===== src/rtl/usb_tx_pkg.sv =====
// Shared types and constants for the USB transmit packet sequencer.
//   - tx_packet command codes, 4-bit PID enum and PID byte constants
//   - SYNC byte, CRC16 constants and a byte-wide CRC16 update helper
//   - sequencer state enum
package usb_tx_pkg;

  localparam int unsigned CMD_W  = 3;
  localparam int unsigned BYTE_W = 8;
  localparam int unsigned CRC_W  = 16;
  localparam int unsigned OCC_W  = 7;

  localparam logic [CMD_W-1:0] TX_CMD_ACK   = 3'b001;
  localparam logic [CMD_W-1:0] TX_CMD_NAK   = 3'b010;
  localparam logic [CMD_W-1:0] TX_CMD_STALL = 3'b011;
  localparam logic [CMD_W-1:0] TX_CMD_DATA0 = 3'b100;
  localparam logic [CMD_W-1:0] TX_CMD_DATA1 = 3'b101;

  typedef enum logic [3:0] {
    PID_ACK   = 4'b0010,
    PID_NAK   = 4'b1010,
    PID_STALL = 4'b1110,
    PID_DATA0 = 4'b0011,
    PID_DATA1 = 4'b1011
  } pid_e;

  localparam logic [BYTE_W-1:0] PID_BYTE_ACK   = 8'hD2;
  localparam logic [BYTE_W-1:0] PID_BYTE_NAK   = 8'h5A;
  localparam logic [BYTE_W-1:0] PID_BYTE_STALL = 8'h1E;
  localparam logic [BYTE_W-1:0] PID_BYTE_DATA0 = 8'hC3;
  localparam logic [BYTE_W-1:0] PID_BYTE_DATA1 = 8'h4B;

  localparam logic [BYTE_W-1:0] SYNC_BYTE      = 8'h80;
  localparam logic [CRC_W-1:0]  CRC16_INIT     = 16'hFFFF;
  localparam logic [CRC_W-1:0]  CRC16_POLY_REV = 16'hA001;

  typedef enum logic [3:0] {
    ST_IDLE,
    ST_SYNC,
    ST_SYNC_W,
    ST_PID,
    ST_PID_W,
    ST_FETCH,
    ST_DATA,
    ST_DATA_W,
    ST_CRC_LO,
    ST_CRC_LO_W,
    ST_CRC_HI,
    ST_CRC_HI_W,
    ST_EOP,
    ST_EOP_W
  } tx_state_e;

  function automatic logic cmd_valid(input logic [CMD_W-1:0] cmd);
    return cmd inside {TX_CMD_ACK, TX_CMD_NAK, TX_CMD_STALL, TX_CMD_DATA0, TX_CMD_DATA1};
  endfunction

  function automatic pid_e cmd_to_pid(input logic [CMD_W-1:0] cmd);
    case (cmd)
      TX_CMD_NAK:   return PID_NAK;
      TX_CMD_STALL: return PID_STALL;
      TX_CMD_DATA0: return PID_DATA0;
      TX_CMD_DATA1: return PID_DATA1;
      default:      return PID_ACK;
    endcase
  endfunction

  function automatic logic pid_is_data(input pid_e pid);
    return pid inside {PID_DATA0, PID_DATA1};
  endfunction

  function automatic logic [BYTE_W-1:0] pid_to_byte(input pid_e pid);
    case (pid)
      PID_NAK:   return PID_BYTE_NAK;
      PID_STALL: return PID_BYTE_STALL;
      PID_DATA0: return PID_BYTE_DATA0;
      PID_DATA1: return PID_BYTE_DATA1;
      default:   return PID_BYTE_ACK;
    endcase
  endfunction

  // Reflected CRC16 over one byte, LSB first.
  function automatic logic [CRC_W-1:0] crc16_update(input logic [CRC_W-1:0] crc,
                                                    input logic [BYTE_W-1:0] data);
    logic [CRC_W-1:0] c;
    c = crc;
    for (int i = 0; i < int'(BYTE_W); i++) begin
      if (c[0] ^ data[i]) c = (c >> 1) ^ CRC16_POLY_REV;
      else                c = c >> 1;
    end
    return c;
  endfunction

endpackage


===== src/rtl/usb_crc16.sv =====
// Byte-wide USB CRC16 register (poly 0x8005 reflected, init 0xFFFF).
//   clk, n_rst  : clock, async active-low reset (register -> init)
//   clear       : reload init value (wins over enable)
//   enable      : fold data_in into the running CRC
//   data_in     : byte to fold in
//   crc         : running CRC register
module usb_crc16
  import usb_tx_pkg::*;
(
  input  logic              clk,
  input  logic              n_rst,
  input  logic              clear,
  input  logic              enable,
  input  logic [BYTE_W-1:0] data_in,
  output logic [CRC_W-1:0]  crc
);

  logic [CRC_W-1:0] crc_q;
  logic [CRC_W-1:0] crc_d;

  always_comb begin
    crc_d = crc_q;
    if (clear)       crc_d = CRC16_INIT;
    else if (enable) crc_d = crc16_update(crc_q, data_in);
  end

  always_ff @(posedge clk or negedge n_rst) begin
    if (!n_rst) crc_q <= CRC16_INIT;
    else        crc_q <= crc_d;
  end

  assign crc = crc_q;

endmodule


===== src/rtl/usb_tx_packet_fsm.sv =====
// USB device transmit packet sequencer: SYNC, PID, payload, CRC16, EOP.
//   tx_packet/tx_start      : command from protocol controller
//   buffer_occupancy/tx_data: TX buffer level and read data (valid cycle after pop)
//   get_tx_data             : buffer pop strobe
//   tx_byte/load_byte       : byte handed to serializer, byte_done when sent
//   send_eop/eop_done       : end-of-packet request and completion
//   tx_busy                 : packet in progress
//   tx_error                : watchdog abort pulse (only with TX_TIMEOUT_EN)
// Optional feature macro: TX_TIMEOUT_EN (255-cycle wait watchdog).
module usb_tx_packet_fsm
  import usb_tx_pkg::*;
#(
  parameter int unsigned MAX_DATA_BYTES = 64
) (
  input  logic              clk,
  input  logic              n_rst,
  input  logic [CMD_W-1:0]  tx_packet,
  input  logic              tx_start,
  input  logic [OCC_W-1:0]  buffer_occupancy,
  input  logic [BYTE_W-1:0] tx_data,
  output logic              get_tx_data,
  output logic [BYTE_W-1:0] tx_byte,
  output logic              load_byte,
  input  logic              byte_done,
  output logic              send_eop,
  input  logic              eop_done,
  output logic              tx_busy,
  output logic              tx_error
);

  localparam int unsigned CNT_W = OCC_W;
  localparam logic [CNT_W-1:0] MAX_CNT = CNT_W'(MAX_DATA_BYTES);

  tx_state_e         state_q, state_d;
  pid_e              pid_q, pid_d;
  logic [CNT_W-1:0]  count_q, count_d;
  logic [BYTE_W-1:0] tx_byte_q, tx_byte_d;
  logic              load_byte_q, load_byte_d;
  logic              get_tx_data_q, get_tx_data_d;
  logic              send_eop_q, send_eop_d;
  logic              tx_busy_q, tx_busy_d;
  logic              crc_clear;
  logic              crc_en;
  logic [CRC_W-1:0]  crc_val;

`ifdef TX_TIMEOUT_EN
  logic [7:0]        wdog_q, wdog_d;
  logic              tx_error_q, tx_error_d;
  logic              wait_st;
  logic              wait_done;
`endif

  usb_crc16 u_crc16 (
    .clk     (clk),
    .n_rst   (n_rst),
    .clear   (crc_clear),
    .enable  (crc_en),
    .data_in (tx_data),
    .crc     (crc_val)
  );

  // Next state plus next-cycle outputs decoded from the state being entered.
  always_comb begin
    state_d   = state_q;
    pid_d     = pid_q;
    count_d   = count_q;
    crc_clear = 1'b0;
    crc_en    = 1'b0;
`ifdef TX_TIMEOUT_EN
    wdog_d     = 8'd0;
    tx_error_d = 1'b0;
    wait_st    = 1'b0;
    wait_done  = 1'b0;
`endif

    case (state_q)
      ST_IDLE: begin
        if (tx_start && cmd_valid(tx_packet)) begin
          pid_d   = cmd_to_pid(tx_packet);
          count_d = '0;
          state_d = ST_SYNC;
          if (pid_is_data(cmd_to_pid(tx_packet))) begin
            count_d   = (buffer_occupancy > MAX_CNT) ? MAX_CNT : buffer_occupancy;
            crc_clear = 1'b1;
          end
        end
      end
      ST_SYNC:   state_d = ST_SYNC_W;
      ST_SYNC_W: if (byte_done) state_d = ST_PID;
      ST_PID:    state_d = ST_PID_W;
      ST_PID_W: begin
        if (byte_done) begin
          if (!pid_is_data(pid_q))   state_d = ST_EOP;
          else if (count_q == '0)    state_d = ST_CRC_LO;
          else                       state_d = ST_FETCH;
        end
      end
      ST_FETCH:  state_d = ST_DATA;
      ST_DATA: begin
        crc_en  = 1'b1;
        count_d = count_q - CNT_W'(1);
        state_d = ST_DATA_W;
      end
      ST_DATA_W: if (byte_done) state_d = (count_q != '0) ? ST_FETCH : ST_CRC_LO;
      ST_CRC_LO:   state_d = ST_CRC_LO_W;
      ST_CRC_LO_W: if (byte_done) state_d = ST_CRC_HI;
      ST_CRC_HI:   state_d = ST_CRC_HI_W;
      ST_CRC_HI_W: if (byte_done) state_d = ST_EOP;
      ST_EOP:      state_d = ST_EOP_W;
      ST_EOP_W:    if (eop_done) state_d = ST_IDLE;
      default:     state_d = ST_IDLE;
    endcase

`ifdef TX_TIMEOUT_EN
    // Counter is zero on every non-wait cycle, so it restarts on each *_W entry.
    wait_st   = state_q inside {ST_SYNC_W, ST_PID_W, ST_DATA_W, ST_CRC_LO_W,
                                ST_CRC_HI_W, ST_EOP_W};
    wait_done = (state_q == ST_EOP_W) ? eop_done : byte_done;
    if (wait_st && !wait_done) begin
      if (wdog_q == 8'd254) begin
        state_d    = ST_IDLE;
        tx_error_d = 1'b1;
        crc_clear  = 1'b1;
      end else begin
        wdog_d = wdog_q + 8'd1;
      end
    end
`endif

    load_byte_d   = (state_d inside {ST_SYNC, ST_PID, ST_CRC_LO, ST_CRC_HI}) ||
                    (state_q == ST_DATA);
    get_tx_data_d = (state_d == ST_FETCH);
    send_eop_d    = (state_d == ST_EOP);
    tx_busy_d     = (state_d != ST_IDLE);

    // Buffer data arrives in DATA, so payload bytes load on entry to DATA_W.
    tx_byte_d = tx_byte_q;
    case (state_d)
      ST_SYNC:   tx_byte_d = SYNC_BYTE;
      ST_PID:    tx_byte_d = pid_to_byte(pid_d);
      ST_CRC_LO: tx_byte_d = ~crc_val[7:0];
      ST_CRC_HI: tx_byte_d = ~crc_val[15:8];
      default:   tx_byte_d = tx_byte_q;
    endcase
    if (state_q == ST_DATA) tx_byte_d = tx_data;
  end

  always_ff @(posedge clk or negedge n_rst) begin
    if (!n_rst) begin
      state_q       <= ST_IDLE;
      pid_q         <= PID_ACK;
      count_q       <= '0;
      tx_byte_q     <= '0;
      load_byte_q   <= 1'b0;
      get_tx_data_q <= 1'b0;
      send_eop_q    <= 1'b0;
      tx_busy_q     <= 1'b0;
    end else begin
      state_q       <= state_d;
      pid_q         <= pid_d;
      count_q       <= count_d;
      tx_byte_q     <= tx_byte_d;
      load_byte_q   <= load_byte_d;
      get_tx_data_q <= get_tx_data_d;
      send_eop_q    <= send_eop_d;
      tx_busy_q     <= tx_busy_d;
    end
  end

`ifdef TX_TIMEOUT_EN
  always_ff @(posedge clk or negedge n_rst) begin
    if (!n_rst) begin
      wdog_q     <= 8'd0;
      tx_error_q <= 1'b0;
    end else begin
      wdog_q     <= wdog_d;
      tx_error_q <= tx_error_d;
    end
  end

  assign tx_error = tx_error_q;
`else
  assign tx_error = 1'b0;
`endif

  assign tx_byte     = tx_byte_q;
  assign load_byte   = load_byte_q;
  assign get_tx_data = get_tx_data_q;
  assign send_eop    = send_eop_q;
  assign tx_busy     = tx_busy_q;

endmodule


===== config.mk =====
export PLATFORM = sky130hd
export DESIGN_NAME = usb_tx_packet_fsm
export DESIGN_NICKNAME = d
export VERILOG_FILES = /design/src/rtl/usb_tx_pkg.sv /design/src/rtl/usb_crc16.sv /design/src/rtl/usb_tx_packet_fsm.sv
export SDC_FILE = /design/constraint.sdc
export NUM_CORES = 1
export LEC_CHECK = 0
export ABC_AREA = 1
export CAP_MARGIN = 20
export CELL_PAD_IN_SITES_DETAIL_PLACEMENT = 1
export CELL_PAD_IN_SITES_GLOBAL_PLACEMENT = 1
export CORE_UTILIZATION = 23
export DETAILED_ROUTE_END_ITERATION = 12
export PLACE_DENSITY = 0.56
export SYNTH_ARGS = -nofsm -noshare
export SYNTH_HDL_FRONTEND = slang
export SYNTH_SLANG_ARGS = --single-unit

===== constraint.sdc =====
create_clock -name clk -period 2.8 [get_ports clk]
set_clock_uncertainty 0.15 [all_clocks]
set_input_delay 0.56 -clock clk [delete_from_list [all_inputs] [get_ports clk]]
set_output_delay 0.56 -clock clk [all_outputs]
set_load 0.005 [all_outputs]

Word level (Yosys, flattened, before mapping)
Index checks and enable logic that the tools add are counted.
- register bits after elaboration: 43
- input bits: 23
- word-level logic and storage cells: 127
- add/sub/neg operators: 1
- magnitude comparators: 1
- equality and inequality tests: 33
- multiplexer cells: 51
- bitwise gates (word level): 18
- reductions and logical operators: 14
- operator list (cell ; number):
    2-to-1 mux 16 bit ; 24
    case mux 8 bit (4 select lines) ; 2
    equality test 4 bit, second input constant ; 14
    2-to-1 mux 4 bit ; 14
    case mux 4 bit (14 select lines) ; 1
    equality test 4 x 2 -> 1 bit, second input constant ; 6
    NOT 2 -> 3 bit ; 8
    2-to-1 mux 7 bit ; 3
    equality test 4 x 3 -> 1 bit, second input constant ; 5
    NOT 8 bit ; 2
    case mux 4 bit (4 select lines) ; 1
    case mux 7 bit (2 select lines) ; 1
    nonzero test 5 bit ; 2
    equality test 4 x 1 -> 1 bit, second input constant ; 2
    2-to-1 mux 8 bit ; 1
    nonzero test 2 bit ; 4
    nonzero test 4 bit ; 2
    bitwise XOR 1 bit ; 8
    > comparator 7 bit, second input constant ; 1
    zero test 7 bit ; 1
    nonzero test 7 bit ; 1
    subtractor 7 x 1 -> 7 bit, second input constant ; 1
    equality test 3 x 2 -> 1 bit, second input constant ; 2
    equality test 3 bit, second input constant ; 2
    other kinds (7) ; 10

Logic depth before layout (Yosys ltp)
- word-level depth: 39
- mapped depth: 16

Modules after synthesis
From an unflattened synthesis, not the netlist that was laid out.
- cell total of the unflattened synthesis: 381
- area total of the unflattened synthesis: 2942.8 um^2
- by module, submodules not included (module ; times used ; cells an instance ; area an instance (um^2) ; sequential area each (um^2)):
    usb_tx_packet_fsm ; 1 ; 256 ; 1820.5 ; 676.9
    usb_crc16 ; 1 ; 125 ; 1122.3 ; 420.4

Least setup slack after synthesis
No wires, ideal clock.
- path kind: register to register
- start: register count_q[0]
- end: register tx_byte_q[6] (netlist: tx_byte[6])
- setup time: 0.130 ns
- data arrival time: 1.743 ns
- slack: 0.777 ns
- cell stages (with the launch flop): 14
- buffers on the path: 0
- cell sequence: dfrtp_1 -> inv_1 -> ha_1 -> nand2_1 -> nor2_1 -> nand3_1 -> o21bai_1 -> nor2_1 -> nor2_1 -> nand2_4 -> inv_4 -> nor2_8 -> nand3_1 -> nand3_1
- longest elaborated chain between the ends: 8
- elaborated cells between the ends (all ways): 15
- those cells by class: eq/ne: 4; mux: 8; reduce/logical: 3
- RTL lines (item ; RTL line ; RTL):
    start: declaration ; usb_tx_packet_fsm.sv:36 ; logic [CNT_W-1:0] count_q, count_d;
    start signal: assignment ; usb_tx_packet_fsm.sv:161 ; count_q <= count_d;
    zero test 7 bit ; usb_tx_packet_fsm.sv:94 ; else if (count_q == '0) state_d = ST_CRC_LO;
    2-to-1 mux 4 bit ; usb_tx_packet_fsm.sv:94 ;
    2-to-1 mux 4 bit ; usb_tx_packet_fsm.sv:93 ; if (!pid_is_data(pid_q)) state_d = ST_EOP;
    2-to-1 mux 4 bit ; usb_tx_packet_fsm.sv:92 ; if (byte_done) begin
    case mux 4 bit (14 select lines) * ; usb_tx_packet_fsm.sv:76 ; case (state_q)
    equality test 4 bit (tied with other cells) ; usb_tx_packet_fsm.sv:138 ; case (state_d)
    case mux 8 bit (4 select lines) ; usb_tx_packet_fsm.sv:138 ;
    2-to-1 mux 8 bit ; usb_tx_packet_fsm.sv:145 ; if (state_q == ST_DATA) tx_byte_d = tx_data;
    end signal: assignment ; usb_tx_packet_fsm.sv:162 ; tx_byte_q <= tx_byte_d;
    end: declaration ; usb_tx_packet_fsm.sv:37 ; logic [BYTE_W-1:0] tx_byte_q, tx_byte_d;
Mark *: on every way between the ends. The rest lies on a longest branch, timed or not.
A chain may end at the register's enable or synchronous reset.

Final worst setup path
- start: input tx_packet[2]
- end: register tx_byte_q[5] (netlist: tx_byte[5])
- longest elaborated chain between the ends: 8
- elaborated cells between the ends (all ways): 16
- those cells by class: eq/ne: 9; mux: 4; reduce/logical: 3
- RTL lines (item ; RTL line ; RTL):
    start: declaration ; usb_tx_packet_fsm.sv:17 ; input logic [CMD_W-1:0] tx_packet,
    equality test 3 x 1 -> 1 bit (tied with other cells) ; usb_tx_pkg.sv:54 ; return cmd inside {TX_CMD_ACK, TX_CMD_NAK, TX_CMD_STALL, TX_CMD_DATA0, TX_CMD_DATA1};
    nonzero test 5 bit * ; usb_tx_pkg.sv:54 ;
    logical AND 1 bit * ; usb_tx_packet_fsm.sv:78 ; if (tx_start && cmd_valid(tx_packet)) begin
    2-to-1 mux 4 bit * ; usb_tx_packet_fsm.sv:78 ;
    case mux 4 bit (14 select lines) * ; usb_tx_packet_fsm.sv:76 ;
    named net state_d[0] ; usb_tx_packet_fsm.sv:34 ; tx_state_e state_q, state_d;
    equality test 4 bit (tied with other cells) ; usb_tx_packet_fsm.sv:138 ;
    case mux 8 bit (4 select lines) ; usb_tx_packet_fsm.sv:138 ;
    2-to-1 mux 8 bit ; usb_tx_packet_fsm.sv:145 ;
Mark *: on every way through the listed nets, which the timed path passes. The rest lies on a longest branch.

==> run summary <==
worst hold slack: 0.212 ns
Port Buf Inserts: 34
MaxCap Viol Count: 0
post-synthesis cell type with the largest combined area: dfrtp_1
fraction of layout cells with a size suffix above 1: 18.4%
CP required: 2.81 ns
Core Region: 0.0115 sq mm
Slew @ Worst Pin: 0.561 ns
most frequent cells in the layout: nand2_1, nor2_1, inv_1
commonest non-fill, non-tap cell in the layout: nand2_1
DR vias: 2449
fmax: 0.401 GHz
CP bufs+invs: 3
Hold Buf Count CTS: 0
ys async rst share: 100%
row count: 39
CTS tree: built
Min Clock Period, post-route: 2.49 ns
PnR worst setup slack: 0.306 ns
synth top area cells: dfrtp_1, dfstp_2, nand2_1, nand3_1, nor2_1
CTS Buf Count: 5
filler instances: 1385
max incr delay on CP: 0.51 ns
most used cell, CP: nand2_4
HP Class: in2async
crit share post-route: 89.1%
FF-to-FF setup slack: 0.41 ns
worst vdd ir: 385 uV
worst setup path class: in2reg
Starting Density: 23.7%
Total Nets Final: 427
I/O Pins: 36
WL final: 7850 microns
Unique masters post-synth: 46
largest net degree at the start of global routing: 44
initial antenna violation count: 0
drt pass-1 iters: 4
maximum clock insertion buffer count: 2
area delta synth->final: 27.2%
die height: 111 microns
drt wl/cell: 14.4 microns
Worst-path clk slew: 0.06 ns
Worst slew margin: 62.6%
leakage power: 1.62 nW
CP max-delay cell: clkdlybuf4s50_1
Post-DP HPWL: 6210 microns
outcome: completed
Critical Path AT: 2.51 ns
worst reg2reg startpoint: count_q[0]
CP Launch Type: input port
sequential area share after synthesis: 40.4%
CTS H-Tree Depth: 2
Synth Cell Area: 0.00272 sq mm
post-synthesis cell count: 350
total track usage: 13.8%
worst skew pair latency: 0.28 ns
CTS Sinks: 43
antenna cells: 0
Final ANT Viol Nets: 0
die area: 0.0122 sq mm
number of synthesized register bits: 43
fin. max-slew vios: 0
critical path, cell by cell: clkdlybuf4s50_1 -> inv_1 -> nand2_1 -> nand3_1 -> nand2_4 -> nand2_4 -> nor2_4 -> nand3_4 -> nor2_4 -> nand2_4 -> inv_4 -> nor2_8 -> nand3_1 -> nand3b_1
vias in the first global route: 2689
syn nets: 376
Starting DRT DRC Count: 77
Gates resized, CTS repair: 0
Via density: 4.49
die width: 111 microns
Post-synth EDFFs: 0
drt drc: 0
Worst path top cell family by delay: simple AND/OR/NAND/NOR gates
Setup-failing EPs final: 0
fin area: 0.00345 sq mm
Crit. End Element: flip-flop
RR Endpoint: tx_byte[5]
first-pass GRT wire length: 13700 microns
Congestion Overflow GR: 0
clock tree root buffer cell: clkbuf_16
final hold violations: 0
top_reg_cell synth: dfrtp_1
Yosys warning count: 0
Syn Area/Cell: 7.76 sq um
CP Max Fanout: 9
setup tns final: 0 ns
RSZ-0062 raised after global routing: no
placed cell areas: 0.00332 sq mm
Routability Congestion: 0.781
post-place setup slack: 0.000296 ns
top-area cell type share of the netlist area: 24.0%
R2R cell count: 15
Post-CTS Setup Bufs: 0
PwrDens: 1110 mW/mm^2
-- per-layer routing --
metal,track usage [%],wire length [microns],up-vias,share of wire [%]
li1,-,-,1234,-
met1,18.5,3780,1180,48
met3,1.97,227,4,2.9
met4,2.93,53,0,0.67
met5,0,0,-,0
met2,23.7,3800,31,48
-- where the power goes --
part           internal, mW  total [mW]  switching (mW)
Combinational         0.862        2.10            1.24
Clock                 0.330       0.561           0.231
Sequential            0.975        1.19           0.217
Total                  2.17        3.85            1.68
-- flip-flops by register name (all words and copies together), names as in the netlist --
name         count
tx_byte          8
count_q          7
get_tx_data      1
u_crc16.crc     16
tx_busy          1
load_byte        1
state_q          4
send_eop         1
pid_q            4
-- worst reg2reg max path, cell delays in order, from the launching register on --
cell	delay, ns
dfrtp_1	0.39
inv_1	0.08
ha_1	0.17
nand2_1	0.10
nor2_1	0.20
nand3_1	0.19
nand2_1	0.10
nand2_1	0.06
nand2_1	0.05
nand2_1	0.09
nor2_1	0.22
nand2_4	0.13
inv_4	0.12
nor2_8	0.05
nand3_1	0.09
nand3b_1	0.07
-- final cells by class --
class                   instances  area, sq um  share of cell area, %
multi-input cells             254         1410                   40.8
flip-flops and latches         43         1100                   31.8
repair buffers                 49          448                   13.0
inverters                      48          183                   5.29
well taps                     143          179                   5.18
clock buffers                   7          133                   3.84
clock inverters                 1         5.00                  0.145
-- per-stage QoR --
step	total power, mW	std cells	utilization [%]
floorplan	2.62	350	-
global placement	3.29	537	28.9
detailed placement	3.35	537	28.9
CTS	3.93	545	30.1
global route	4.23	545	30.1
finish	3.85	545	30.1
-- worst max path at each step --
stage                 startpoint          to  cells past startpoint  slack (ns)
floorplan             count_q[0]  tx_byte[6]                     13        0.78
global route          count_q[0]  tx_byte[3]                     15        0.11
finish              tx_packet[2]  tx_byte[5]                     14        0.31
detailed placement  tx_packet[2]  tx_byte[6]                     14      0.0003
global placement    tx_packet[2]  tx_byte[5]                     14        0.05
CTS                 tx_packet[2]  tx_byte[5]                     14        0.29
-- cell families after synthesis --
logic type	after synthesis	synth area share [%]
AND/OR/NAND/NOR	182	33.0
buffers and inverters	53	7.69
AO/OA/AOI/OAI	48	10.9
flip-flops	43	40.4
XOR/XNOR	20	6.45
adder cells (fa/ha/maj)	3	1.38
other	1	0.138
-- cell usage after synthesis (4+ instances only) --
master	number
a21oi_1	15
a22oi_1	5
dfrtp_1	26
dfstp_2	17
inv_1	35
inv_2	11
nand2_1	77
nand2_4	4
nand3_1	34
nand4_1	4
nor2_1	39
nor2_4	4
o21ai_0	11
xnor2_1	15
xor2_1	5
(Power assumes the default switching activity.)
